[src/rtl/i2s_pkg.sv]
// Shared types and default sizes for the I2S transmit path.
package i2s_pkg;

  localparam int DEFAULT_SAMPLE_WIDTH = 16;
  localparam int DEFAULT_SLOT_WIDTH   = 16;
  localparam int DEFAULT_FIFO_DEPTH   = 2;
  localparam int UNDERRUN_CNT_WIDTH   = 16;

  typedef enum logic [1:0] {
    SYNC,
    LEFT,
    RIGHT
  } i2s_state_e;

  typedef struct packed {
    logic [DEFAULT_SAMPLE_WIDTH-1:0] left;
    logic [DEFAULT_SAMPLE_WIDTH-1:0] right;
  } i2s_frame_t;

endpackage

[src/rtl/i2s_tx_serializer_fifo.sv]
// Small synchronous FIFO of stereo frames with a first-word-fall-through head.
// Pointers carry one extra wrap bit so full and empty are distinguishable.
module i2s_frame_fifo
  import i2s_pkg::*;
#(
  parameter int  DEPTH   = DEFAULT_FIFO_DEPTH,
  parameter type frame_t = i2s_frame_t
) (
  input  logic   i2s_bclk,
  input  logic   reset,
  input  logic   push,
  input  frame_t push_data,
  input  logic   pop,
  output frame_t head,
  output logic   full,
  output logic   empty
);

  localparam int AW = $clog2(DEPTH);
  localparam logic [AW:0] PTR_ONE = (AW + 1)'(1);

  frame_t mem [DEPTH];
  logic [AW:0] wr_ptr_q;
  logic [AW:0] rd_ptr_q;

  assign empty = (wr_ptr_q == rd_ptr_q);
  assign full  = (wr_ptr_q[AW] != rd_ptr_q[AW]) && (wr_ptr_q[AW-1:0] == rd_ptr_q[AW-1:0]);
  assign head  = mem[rd_ptr_q[AW-1:0]];

  // Advance the pointers; reset discards whatever was queued.
  always_ff @(posedge i2s_bclk) begin
    if (!reset) begin
      wr_ptr_q <= '0;
      rd_ptr_q <= '0;
    end else begin
      if (push && !full) wr_ptr_q <= wr_ptr_q + PTR_ONE;
      if (pop && !empty) rd_ptr_q <= rd_ptr_q + PTR_ONE;
    end
  end

  // Frame storage needs no reset because the pointers define validity.
  always_ff @(posedge i2s_bclk) begin
    if (push && !full) mem[wr_ptr_q[AW-1:0]] <= push_data;
  end

endmodule

[src/rtl/i2s_tx_serializer.sv]
// Philips I2S transmitter: queues stereo frames and shifts them out MSB-first
// one BCLK after each LRCLK edge, substituting silence on mute or underrun.
module i2s_tx_serializer
  import i2s_pkg::*;
#(
  parameter int SAMPLE_WIDTH = DEFAULT_SAMPLE_WIDTH,
  parameter int SLOT_WIDTH   = DEFAULT_SLOT_WIDTH,
  parameter int FIFO_DEPTH   = DEFAULT_FIFO_DEPTH
) (
  input  logic                          i2s_bclk,
  input  logic                          reset,
  input  logic                          i2s_lrclk,
  input  logic                          sample_valid,
  input  logic [SAMPLE_WIDTH-1:0]       sample_left,
  input  logic [SAMPLE_WIDTH-1:0]       sample_right,
  output logic                          sample_ready,
  input  logic                          mute,
  output logic                          i2s_sdata,
  output logic                          frame_start,
  output logic                          underrun,
  output logic [UNDERRUN_CNT_WIDTH-1:0] underrun_count
);

  localparam int CNT_W = $clog2(SLOT_WIDTH + 1);
  localparam logic [CNT_W-1:0] SLOT_BITS = CNT_W'(SLOT_WIDTH);
  localparam logic [CNT_W-1:0] CNT_ONE   = CNT_W'(1);
  localparam logic [UNDERRUN_CNT_WIDTH-1:0] CNT_MAX = '1;

  typedef struct packed {
    logic [SAMPLE_WIDTH-1:0] left;
    logic [SAMPLE_WIDTH-1:0] right;
  } frame_t;

  frame_t push_frame;
  frame_t fifo_head;
  logic   fifo_full;
  logic   fifo_empty;
  logic   push;
  logic   pop;

  logic lrclk_q;
  logic left_edge;
  logic right_edge;

  i2s_state_e state_q;
  i2s_state_e state_d;
  logic       load_left;
  logic       load_right;
  logic       underrun_set;

  logic [SLOT_WIDTH-1:0]         shift_q;
  logic [CNT_W-1:0]              bit_cnt_q;
  logic [SAMPLE_WIDTH-1:0]       hold_q;
  logic                          ready_en_q;
  logic                          frame_start_q;
  logic                          underrun_q;
  logic [UNDERRUN_CNT_WIDTH-1:0] underrun_count_q;
  logic [UNDERRUN_CNT_WIDTH-1:0] underrun_count_d;

  // Place a sample at the top of the slot; unused LSBs are transmitted as zero.
  function automatic logic [SLOT_WIDTH-1:0] justify(input logic [SAMPLE_WIDTH-1:0] s);
    logic [SLOT_WIDTH-1:0] w;
    w = '0;
    w[SLOT_WIDTH-1 -: SAMPLE_WIDTH] = s;
    return w;
  endfunction

  assign left_edge    = lrclk_q & ~i2s_lrclk;
  assign right_edge   = ~lrclk_q & i2s_lrclk;
  assign sample_ready = ready_en_q & ~fifo_full;
  assign push         = sample_valid & sample_ready;
  assign pop          = load_left & ~fifo_empty;
  assign underrun_set = load_left & fifo_empty;
  assign push_frame   = '{left: sample_left, right: sample_right};

  assign i2s_sdata      = shift_q[SLOT_WIDTH-1];
  assign frame_start    = frame_start_q;
  assign underrun       = underrun_q;
  assign underrun_count = underrun_count_q;

  i2s_frame_fifo #(
    .DEPTH   (FIFO_DEPTH),
    .frame_t (frame_t)
  ) u_fifo (
    .i2s_bclk  (i2s_bclk),
    .reset     (reset),
    .push      (push),
    .push_data (push_frame),
    .pop       (pop),
    .head      (fifo_head),
    .full      (fifo_full),
    .empty     (fifo_empty)
  );

  // Slot state register; reset returns to SYNC so output waits for a left edge.
  always_ff @(posedge i2s_bclk) begin
    if (!reset) state_q <= SYNC;
    else        state_q <= state_d;
  end

  // Decide which slot to load; any LRCLK edge restarts a slot even if the last one ran short.
  always_comb begin
    state_d    = state_q;
    load_left  = 1'b0;
    load_right = 1'b0;
    case (state_q)
      SYNC: begin
        if (left_edge) begin
          state_d   = LEFT;
          load_left = 1'b1;
        end
      end
      LEFT, RIGHT: begin
        if (left_edge) begin
          state_d   = LEFT;
          load_left = 1'b1;
        end else if (right_edge) begin
          state_d    = RIGHT;
          load_right = 1'b1;
        end
      end
      default: state_d = SYNC;
    endcase
  end

  // Edge tracking, slot loading and shifting; muted or underrun frames carry zeros in both slots.
  always_ff @(posedge i2s_bclk) begin
    if (!reset) begin
      lrclk_q       <= 1'b1;
      ready_en_q    <= 1'b0;
      frame_start_q <= 1'b0;
      underrun_q    <= 1'b0;
      shift_q       <= '0;
      bit_cnt_q     <= SLOT_BITS;
      hold_q        <= '0;
    end else begin
      lrclk_q       <= i2s_lrclk;
      ready_en_q    <= 1'b1;
      frame_start_q <= load_left;
      underrun_q    <= underrun_set;
      if (load_left) begin
        bit_cnt_q <= '0;
        if (fifo_empty || mute) begin
          shift_q <= '0;
          hold_q  <= '0;
        end else begin
          shift_q <= justify(fifo_head.left);
          hold_q  <= fifo_head.right;
        end
      end else if (load_right) begin
        bit_cnt_q <= '0;
        shift_q   <= justify(hold_q);
      end else if (bit_cnt_q != SLOT_BITS) begin
        bit_cnt_q <= bit_cnt_q + CNT_ONE;
        shift_q   <= shift_q << 1;
      end
    end
  end

  // Saturating underrun tally, bumped on the same edge that raises the pulse.
  always_comb begin
    underrun_count_d = underrun_count_q;
    if (underrun_set && (underrun_count_q != CNT_MAX)) begin
      underrun_count_d = underrun_count_q + 16'd1;
    end
  end

  // Counter register is written every cycle so its value always follows underrun_count_d.
  always_ff @(posedge i2s_bclk) begin
    if (!reset) underrun_count_q <= '0;
    else        underrun_count_q <= underrun_count_d;
  end

endmodule

[config.mk]
export PLATFORM = sky130hd
export DESIGN_NAME = i2s_tx_serializer
export DESIGN_NICKNAME = d
export VERILOG_FILES = /design/src/rtl/i2s_pkg.sv /design/src/rtl/i2s_tx_serializer_fifo.sv /design/src/rtl/i2s_tx_serializer.sv
export SDC_FILE = /design/constraint.sdc
export NUM_CORES = 1
export LEC_CHECK = 0
export ABC_AREA = 1
export BUFFER_PORTS_ARGS = -buffer_cell sky130_fd_sc_hd__buf_2
export CAP_MARGIN = 25
export CORE_ASPECT_RATIO = 0.9
export CORE_UTILIZATION = 42
export DETAILED_ROUTE_END_ITERATION = 6
export HOLD_SLACK_MARGIN = 0.03
export PLACE_DENSITY_LB_ADDON = 0.25
export SLEW_MARGIN = 20
export SYNTH_ARGS = -nofsm -noshare
export SYNTH_HDL_FRONTEND = slang
export SYNTH_SLANG_ARGS = --single-unit
[constraint.sdc]
create_clock -name i2s_bclk -period 7.7 [get_ports i2s_bclk]
set_clock_uncertainty 0.15 [all_clocks]
set_input_delay 0.385 -clock i2s_bclk [delete_from_list [all_inputs] [get_ports i2s_bclk]]
set_output_delay 0.385 -clock i2s_bclk [all_outputs]
set_load 0.02 [all_outputs]
==> parameters.txt, run 1 <==
Parameter                              Value

STA
  FMAX ... 344 MHz
  Post-Route Setup TNS ... 0 ns
  Slew at the pin closest to its max-slew limit ... 0.869 ns
  Relative max-transition margin ... 41.9%
  Final cycle utilization of the critical path ... 37.7%
  Setup violation total in the final timing report ... 0
  Fin crit period ... 2.91 ns
  Unrepaired setup endpoints after global routing ... false
  Max Transition Viols Final ... 0
  Hold violation count in the final report ... 0

Synth
  Number of storage elements in the synthesis netlist ... 128
  Count of warnings emitted by yosys ... 0
  Synth async-reset ratio ... 0%
  Dominant synthesized flop cell ... sky130_fd_sc_hd__edfxtp_1
  Post-synthesis cell area ... 5630 um^2
  Number of enable-type register cells in the synthesized netlist ... 64
  Proportion of synthesized chip area in sequential cells ... 56.9%
  Synthesized instance count ... 570
  Average size of a mapped cell ... 9.88 um^2
  Number of nets produced by synthesis ... 615
  Number of distinct standard cells referenced by the synthesized netlist ... 41

Floorplan
  Starting utilization of the core area ... 43.7%
  Width of the chip ... 124 um
  I/O pins ... 57
  Core Box Area ... 12900 um^2
  DIE AREA ... 13900 um^2
  Std-Cell Rows ... 39
  Die extent in y ... 112 um

Critical path
  Worst setup path class ... in -> reg
  Data arrival time of the worst path ... 3.07 ns
  Crit end category ... register
  Cells along the critical path ... dlygate4sd3_1, buf_2, inv_1, ha_1, inv_2, nor2_4, inv_1, nor2_2, nand2_2, o21ai_0
  Max FO, Critical Path ... 23
  Data required, critical path ... 7.87 ns
  Largest stage delay on the critical path ... 0.53 ns
  CP most frequent cell ... sky130_fd_sc_hd__inv_1
  Startpoint type of the worst setup path ... primary input
  Slowest stage cell, crit path ... sky130_fd_sc_hd__dlygate4sd3_1

Layout
  Layout Nets ... 706
  Register cell area after layout ... 3200 um^2
  Layout cell share with drive strength beyond 1 ... 24.0%
  Share of the core filled with cells in the final layout ... 53.5%
  Final Instance Area ... 6890 um^2
  # fillers ... 1173
  Most used cells in the layout excluding fill and tap cells ... sky130_fd_sc_hd__nand2_1 (127), sky130_fd_sc_hd__dfxtp_1 (64), sky130_fd_sc_hd__edfxtp_1 (64)
  Antenna diodes ... 0
  Area growth syn-to-layout ... 22.4%
  Multi-input logic area ... 2140 um^2
  Most frequent standard cell in the layout excluding fill and tap cells ... sky130_fd_sc_hd__nand2_1

Place
  Number of I/O port buffers ... 56
  Post-Place Cell Area ... 6010 um^2
  Weighted congestion at the end of routability-driven global placement ... 0.779
  Half-perimeter wire length of the detailed placement result ... 7660 um

Clocking
  Max H-tree Level ... 4
  Clock insertion delay at the later pin of the skew report ... 0.41 ns
  CTS Sinks ... 128
  Register clock-pin slew on the reported worst setup and hold paths ... 0.06 ns
  Inserted Clock Buffers ... 17
  TritonCTS clock tree ... built
  Clock Tree Buf Depth ... 2
  Clock tree root buffer cell ... sky130_fd_sc_hd__clkbuf_16

Drt
  Mean routed wirelength per cell ... 13.9 um
  Remaining antenna violation count after routing ... 0
  Residual DRC ... 0
  Post-detailed-routing wire length ... 11700 um
  DR vias/cell ... 4.95
  Number of search-and-repair iterations in the first detailed-routing pass ... 5
  Total number of vias ... 4146
  Count of routing violations after the opening detailed-route iteration ... 290

Power
  Max IR drop VDD ... 0.000149 V
  Cell leakage power ... 2.56 nW
  Power per Cell Area ... 254 nW/um^2
  PnR Total Power ... 1.75 mW

Worst hold path
  Worst min-delay path class ... in -> reg

Global routing
  Antenna violations before repair ... 0
  Global-route wire length before repair ... 18900 um
  Vias in the first global route ... 3982
  Combined global-route utilization of all metal layers ... 18.3%
  Aggregate global routing overflow ... 0
  Pin count of the biggest net entering global routing ... 34

Run status
  Status ... completed

Flow run
  Maxcap violations ... 0
[through the flow]
| step | hold slack [ns] | std cells | worst slack (ns) |
|---|---|---|---|
| finish | 0.130 | 838 | 4.79 |
| global route | 0.130 | 838 | 4.64 |
| CTS | 0.114 | 838 | 4.79 |
| detailed placement | 0.300 | 773 | 5.01 |
| global placement | 0.296 | 773 | 5.13 |
| floorplan | 0.263 | 570 | 4.95 |
[layer usage]
| layer | global-route usage [%] | vias up | share of wire [%] |
|---|---|---|---|
| li1 | - | 2105 | - |
| met4 | 7.22 | 0 | 1.7 |
| met1 | 23.3 | 1938 | 46 |
| met3 | 5.43 | 19 | 4.4 |
| met2 | 29.0 | 84 | 48 |
| met5 | 0 | - | 0 |
[registers in the layout (all words and copies together) (netlist names), 2 cells and up, named ones only]
signal / flops
bit_cnt_q: 5
underrun_count: 16
hold_q: 16
state_q: 2
u_fifo.rd_ptr_q: 2
u_fifo.wr_ptr_q: 2
shift_q: 16
u_fifo.mem: 64
[cell families after synthesis]
logic type	after synthesis	share of synthesized area, %
AO/OA/AOI/OAI	117	12.6
buffers and inverters	63	5.22
multiplexers	16	2.85
AND/OR/NAND/NOR	229	19.2
flip-flops	128	56.9
XOR/XNOR	9	1.40
adder cells (fa/ha/maj)	8	1.78
[critical path: cells and delay by family]
family	cells	cell delay, ns
buffers and inverters	5	1.28
adders and majority gates	1	0.19
AOI/OAI and AO/OA	1	0.32
and+or+nand+nor	3	0.90
[report_power, final]
group          switching, mW  internal [mW]
registers             0.0217          0.759
logic                  0.150         0.0818
clock network          0.295          0.442
total                  0.467           1.28
[synthesized netlist by cell type (3+ instances only)]
library cell,n,area (um^2)
sky130_fd_sc_hd__inv_2,7,26.3
sky130_fd_sc_hd__nand2_1,127,477
sky130_fd_sc_hd__inv_1,34,128
sky130_fd_sc_hd__clkbuf_1,7,26.3
sky130_fd_sc_hd__nor2_2,4,25.0
sky130_fd_sc_hd__xor2_1,5,43.8
sky130_fd_sc_hd__o21ai_0,36,180
sky130_fd_sc_hd__nor2_1,36,135
sky130_fd_sc_hd__a21oi_2,11,96.3
sky130_fd_sc_hd__nand2_4,5,56.3
sky130_fd_sc_hd__o22ai_2,6,75.1
sky130_fd_sc_hd__nand4_1,5,31.3
sky130_fd_sc_hd__dfxtp_1,64,1280
sky130_fd_sc_hd__mux2i_1,16,160
sky130_fd_sc_hd__xnor2_1,4,35.0
sky130_fd_sc_hd__a21oi_1,54,270
sky130_fd_sc_hd__buf_2,5,25.0
sky130_fd_sc_hd__o21ai_2,4,35.0
sky130_fd_sc_hd__nand3_1,14,70.1
sky130_fd_sc_hd__ha_1,8,100
sky130_fd_sc_hd__buf_4,3,22.5
sky130_fd_sc_hd__nor2_4,5,56.3
sky130_fd_sc_hd__nor3_1,4,20.0
sky130_fd_sc_hd__edfxtp_1,64,1920
sky130_fd_sc_hd__nand2_2,24,150
[worst paths after layout]
kind / from / to / slack, ns / cells past startpoint
setup / recovery: i2s_lrclk / hold_q[2]$_SDFFE_PN0N_ / 4.79 / 10
hold / removal: sample_valid / u_fifo.wr_ptr_q[1]$_SDFFE_PN0P_ / 0.13 / 3
setup reg to reg: state_q[0]$_SDFFE_PN0P_ / hold_q[2]$_SDFFE_PN0N_ / 5.15 / 6
hold reg to reg: hold_q[5]$_SDFFE_PN0N_ / hold_q[5]$_SDFFE_PN0N_ / 0.31 / 2
[area by class of cell]
class | count | share of cell area, %
Clock inverter | 13 | 1.67
Multi-Input combinational cell | 379 | 31.0
Inverter | 43 | 2.41
Timing Repair Buffer | 92 | 9.18
Tap cell | 164 | 2.98
Sequential cell | 128 | 46.5
Clock buffer | 19 | 6.28
[what timing repair did]
item                       CTS  global route
resized for setup            0             0
buffers inserted             0             0
setup endpoints to repair    0             0
hold buffers                33             0
hold endpoints to repair    65             0
Power figures use the tool's default switching activity.
==> inputs of run 2 (changes only) <==
clock period = 2.75 ns   (was 7.7 ns; I/O delays follow)
==> run 2 against run 1 <==
Global-route usage decreased by 0.075 points. Routed wire length decreased by 0.43%. Combinational power increased to 2.9 times the previous value. Sequential power increased to 2.8 times the previous value. Via count increased by 1.4%. Register-to-register slack got worse by 4.5 ns. Setup slack got worse by 4.1 ns. Worst hold slack improved by 0.17 ns. Critical endpoint is now hold_q[3]$_SDFFE_PN0N_. Final cell count increased by 1.4%. Non-clock buffer count increased by 12. Total power increased to 2.9 times the previous value. Critical path type unchanged.
==> parameters.txt, run 2 (synthesis gave the netlist of run 1 again) <==
Parameter                              Value

Layout
  Antenna diodes ... 0 (unchanged)
  Flip-flop count of the largest register after layout ... 64 (unchanged)
  Layout cell share with drive strength beyond 1 ... 24.9% (was 24.0%)
  Layout Nets ... 718 (was 706)
  # fillers ... 1151 (was 1173)
  Most used cells in the layout excluding fill and tap cells ... sky130_fd_sc_hd__nand2_1 (127), sky130_fd_sc_hd__dfxtp_1 (64), sky130_fd_sc_hd__edfxtp_1 (64) (unchanged)
  Most frequent standard cell in the layout excluding fill and tap cells ... sky130_fd_sc_hd__nand2_1 (unchanged)
  Area growth syn-to-layout ... 24.6% (was 22.4%)

Drt
  Total number of vias ... 4203 (was 4146)
  Post-detailed-routing wire length ... 11600 um (was 11700 um)
  Residual DRC ... 0 (unchanged)
  Number of search-and-repair iterations in the first detailed-routing pass ... 4 (was 5)
  Remaining antenna violation count after routing ... 0 (unchanged)
  Count of routing violations after the opening detailed-route iteration ... 276 (was 290)
  Mean routed wirelength per cell ... 13.7 um (was 13.9 um)
  DR vias/cell ... 4.94 (was 4.95)

STA
  Unrepaired setup endpoints after global routing ... false (unchanged)
  Hold violation count in the final report ... 0 (unchanged)
  Fin crit period ... 2.10 ns
  Slew at the pin closest to its max-slew limit ... 0.589 ns (was 0.869 ns)
  Final hold slack ... 0.301 ns (was 0.130 ns)
  Max Transition Viols Final ... 0 (unchanged)
  Relative max-transition margin ... 60.6% (was 41.9%)
  Post-Route Setup TNS ... 0 ns (unchanged)
  FMAX ... 476 MHz
  Setup violation total in the final timing report ... 0 (unchanged)
  Final cycle utilization of the critical path ... 76.5%

Clocking
  Inserted Clock Buffers ... 17 (unchanged)
  Clock Tree Buf Depth ... 2 (unchanged)
  Clock insertion delay at the later pin of the skew report ... 0.41 ns (about the same)
  TritonCTS clock tree ... built (unchanged)
  CTS Sinks ... 128 (unchanged)
  Setup fix buffers added after clock tree synthesis ... 0 (unchanged)
  Clock tree root buffer cell ... sky130_fd_sc_hd__clkbuf_16 (unchanged)
  Max H-tree Level ... 4 (unchanged)
  Register clock-pin slew on the reported worst setup and hold paths ... 0.06 ns (about the same)

Global routing
  Fraction of met1 tracks used by global routing ... 23.7% (was 23.3%)
  Pin count of the biggest net entering global routing ... 26 (was 34)
  Vias in the first global route ... 4085 (was 3982)
  Antenna violations before repair ... 0 (unchanged)
  Met3 Track Usage GR ... 5.12% (was 5.43%)
  Aggregate global routing overflow ... 0 (unchanged)
  Met2 global-route usage ... 29.2% (was 29.0%)
  Combined global-route utilization of all metal layers ... 18.2% (was 18.3%)
  Global-route wire length before repair ... 19300 um (was 18900 um)
  Most used routing layer ... met2 (unchanged)

Floorplan
  Starting utilization of the core area ... 43.7% (unchanged)
  DIE AREA ... 13900 um^2 (unchanged)
  Die extent in y ... 112 um (unchanged)
  Width of the chip ... 124 um (unchanged)
  Core Box Area ... 12900 um^2 (unchanged)
  I/O pins ... 57 (unchanged)
  Std-Cell Rows ... 39 (unchanged)

Critical path
  Number of buffers and inverters on the critical path ... 5 (unchanged)
  Largest stage delay on the critical path ... 0.53 ns (about the same)
  Reg2Reg Launch Point ... state_q[1]$_SDFFE_PN0P_ (was state_q[0]$_SDFFE_PN0P_)
  Cells along the critical path ... dlygate4sd3_1, buf_2, inv_1, ha_1, inv_2, nor2_4, inv_1, nor2_2, nand2_2, o21ai_0 (unchanged)
  CP delay by family, top ... buffers and inverters (unchanged)
  Capture point of the worst reg-to-reg path ... shift_q[13]$_SDFFE_PN0P_ (was hold_q[2]$_SDFFE_PN0N_)
  Crit end category ... register (unchanged)
  Data required, critical path ... 2.92 ns (was 7.87 ns)
  Startpoint type of the worst setup path ... primary input (unchanged)
  Worst Reg-to-Reg Cells ... 9 (was 6)
  Register-to-register path setup slack ... 0.69 ns (was 5.15 ns)
  Max FO, Critical Path ... 16 (was 23)
  Worst setup path class ... in -> reg (unchanged)
  Slowest stage cell, crit path ... sky130_fd_sc_hd__dlygate4sd3_1 (unchanged)
  CP most frequent cell ... sky130_fd_sc_hd__inv_1 (unchanged)
  Data arrival time of the worst path ... 2.27 ns (was 3.07 ns)

Worst hold path
  Hold Crit Endpoint ... u_fifo.mem[0][0]$_DFFE_PP_ (was u_fifo.wr_ptr_q[1]$_SDFFE_PN0P_)
  Hold path depth ... 2 (was 3)
  Worst min-delay path class ... in -> reg (unchanged)
  Worst Min Path Start ... sample_right[0] (was sample_valid)

Power
  Power per Cell Area ... 712 nW/um^2 (was 254 nW/um^2)
  Max IR drop VDD ... 0.000452 V (was 0.000149 V)
  PnR Total Power ... 4.99 mW (was 1.75 mW)
  Cell leakage power ... 2.63 nW (was 2.56 nW)

Flow run
  Maxcap violations ... 0 (unchanged)

Place
  Number of I/O port buffers ... 56 (unchanged)
  Weighted congestion at the end of routability-driven global placement ... 0.795 (was 0.779)
  Half-perimeter wire length of the detailed placement result ... 7790 um (was 7660 um)

Run status
  Status ... completed (unchanged)
-- run 2: repair_timing --
item / 4_1_cts / 5_1_grt
hold buffers: 37 / 0
resized for setup: 0 / 0
hold endpoints to repair: 84 / 0
-- run 2: area by class of cell --
type	instances	area, um^2	area share (%)
clock inverters	14	141	2.02
flip-flops and latches	128	3200	45.7
multi-input cells	379	2140	30.5
inverters	43	166	2.37
repair buffers	104	733	10.5
well taps	164	205	2.92
clock buffers	18	429	6.12
-- run 2: per-layer routing --
layer,routed length [um],vias to the layer above
met1,5560,1984
met2,5430,92
met3,546,6
met5,0,-
met4,76,0
li1,-,2121
-- run 2: worst max path at each step --
| stage | start | to | depth (start not counted) |
|---|---|---|---|
| 5_1_grt | i2s_lrclk | hold_q[1]$_SDFFE_PN0N_ | 10 |
| 4_1_cts | i2s_lrclk | hold_q[0]$_SDFFE_PN0N_ | 9 |
| 3_3_place_gp | state_q[0]$_SDFFE_PN0P_ | shift_q[10]$_SDFFE_PN0P_ | 9 |
| 6_report | i2s_lrclk | hold_q[3]$_SDFFE_PN0N_ | 10 |
| 3_5_place_dp | state_q[0]$_SDFFE_PN0P_ | shift_q[7]$_SDFFE_PN0P_ | 9 |
| 2_1_floorplan | u_fifo.wr_ptr_q[1]$_SDFFE_PN0P_ | u_fifo.mem[0][0]$_DFFE_PP_ | 6 |
-- run 2: stage by stage --
step                area (um^2)  worst slack [ns]  utilization [%]  instances
detailed placement         6070             0.710             47.2        781
global placement           6070             0.799             47.2        781
finish                     7020             0.647             54.5        850
floorplan                  5630          -0.00373                -        570
global route               7020             0.459             54.5        850
CTS                        7020             0.649             54.5        850
-- run 2: where the power goes --
| group | switching [mW] | internal, mW | leakage (nW) |
|---|---|---|---|
| Combinational | 0.420 | 0.244 | 1.26 |
| Clock | 0.819 | 1.33 | 0.262 |
| Sequential | 0.0577 | 2.12 | 1.11 |
| Total | 1.30 | 3.69 | 2.63 |
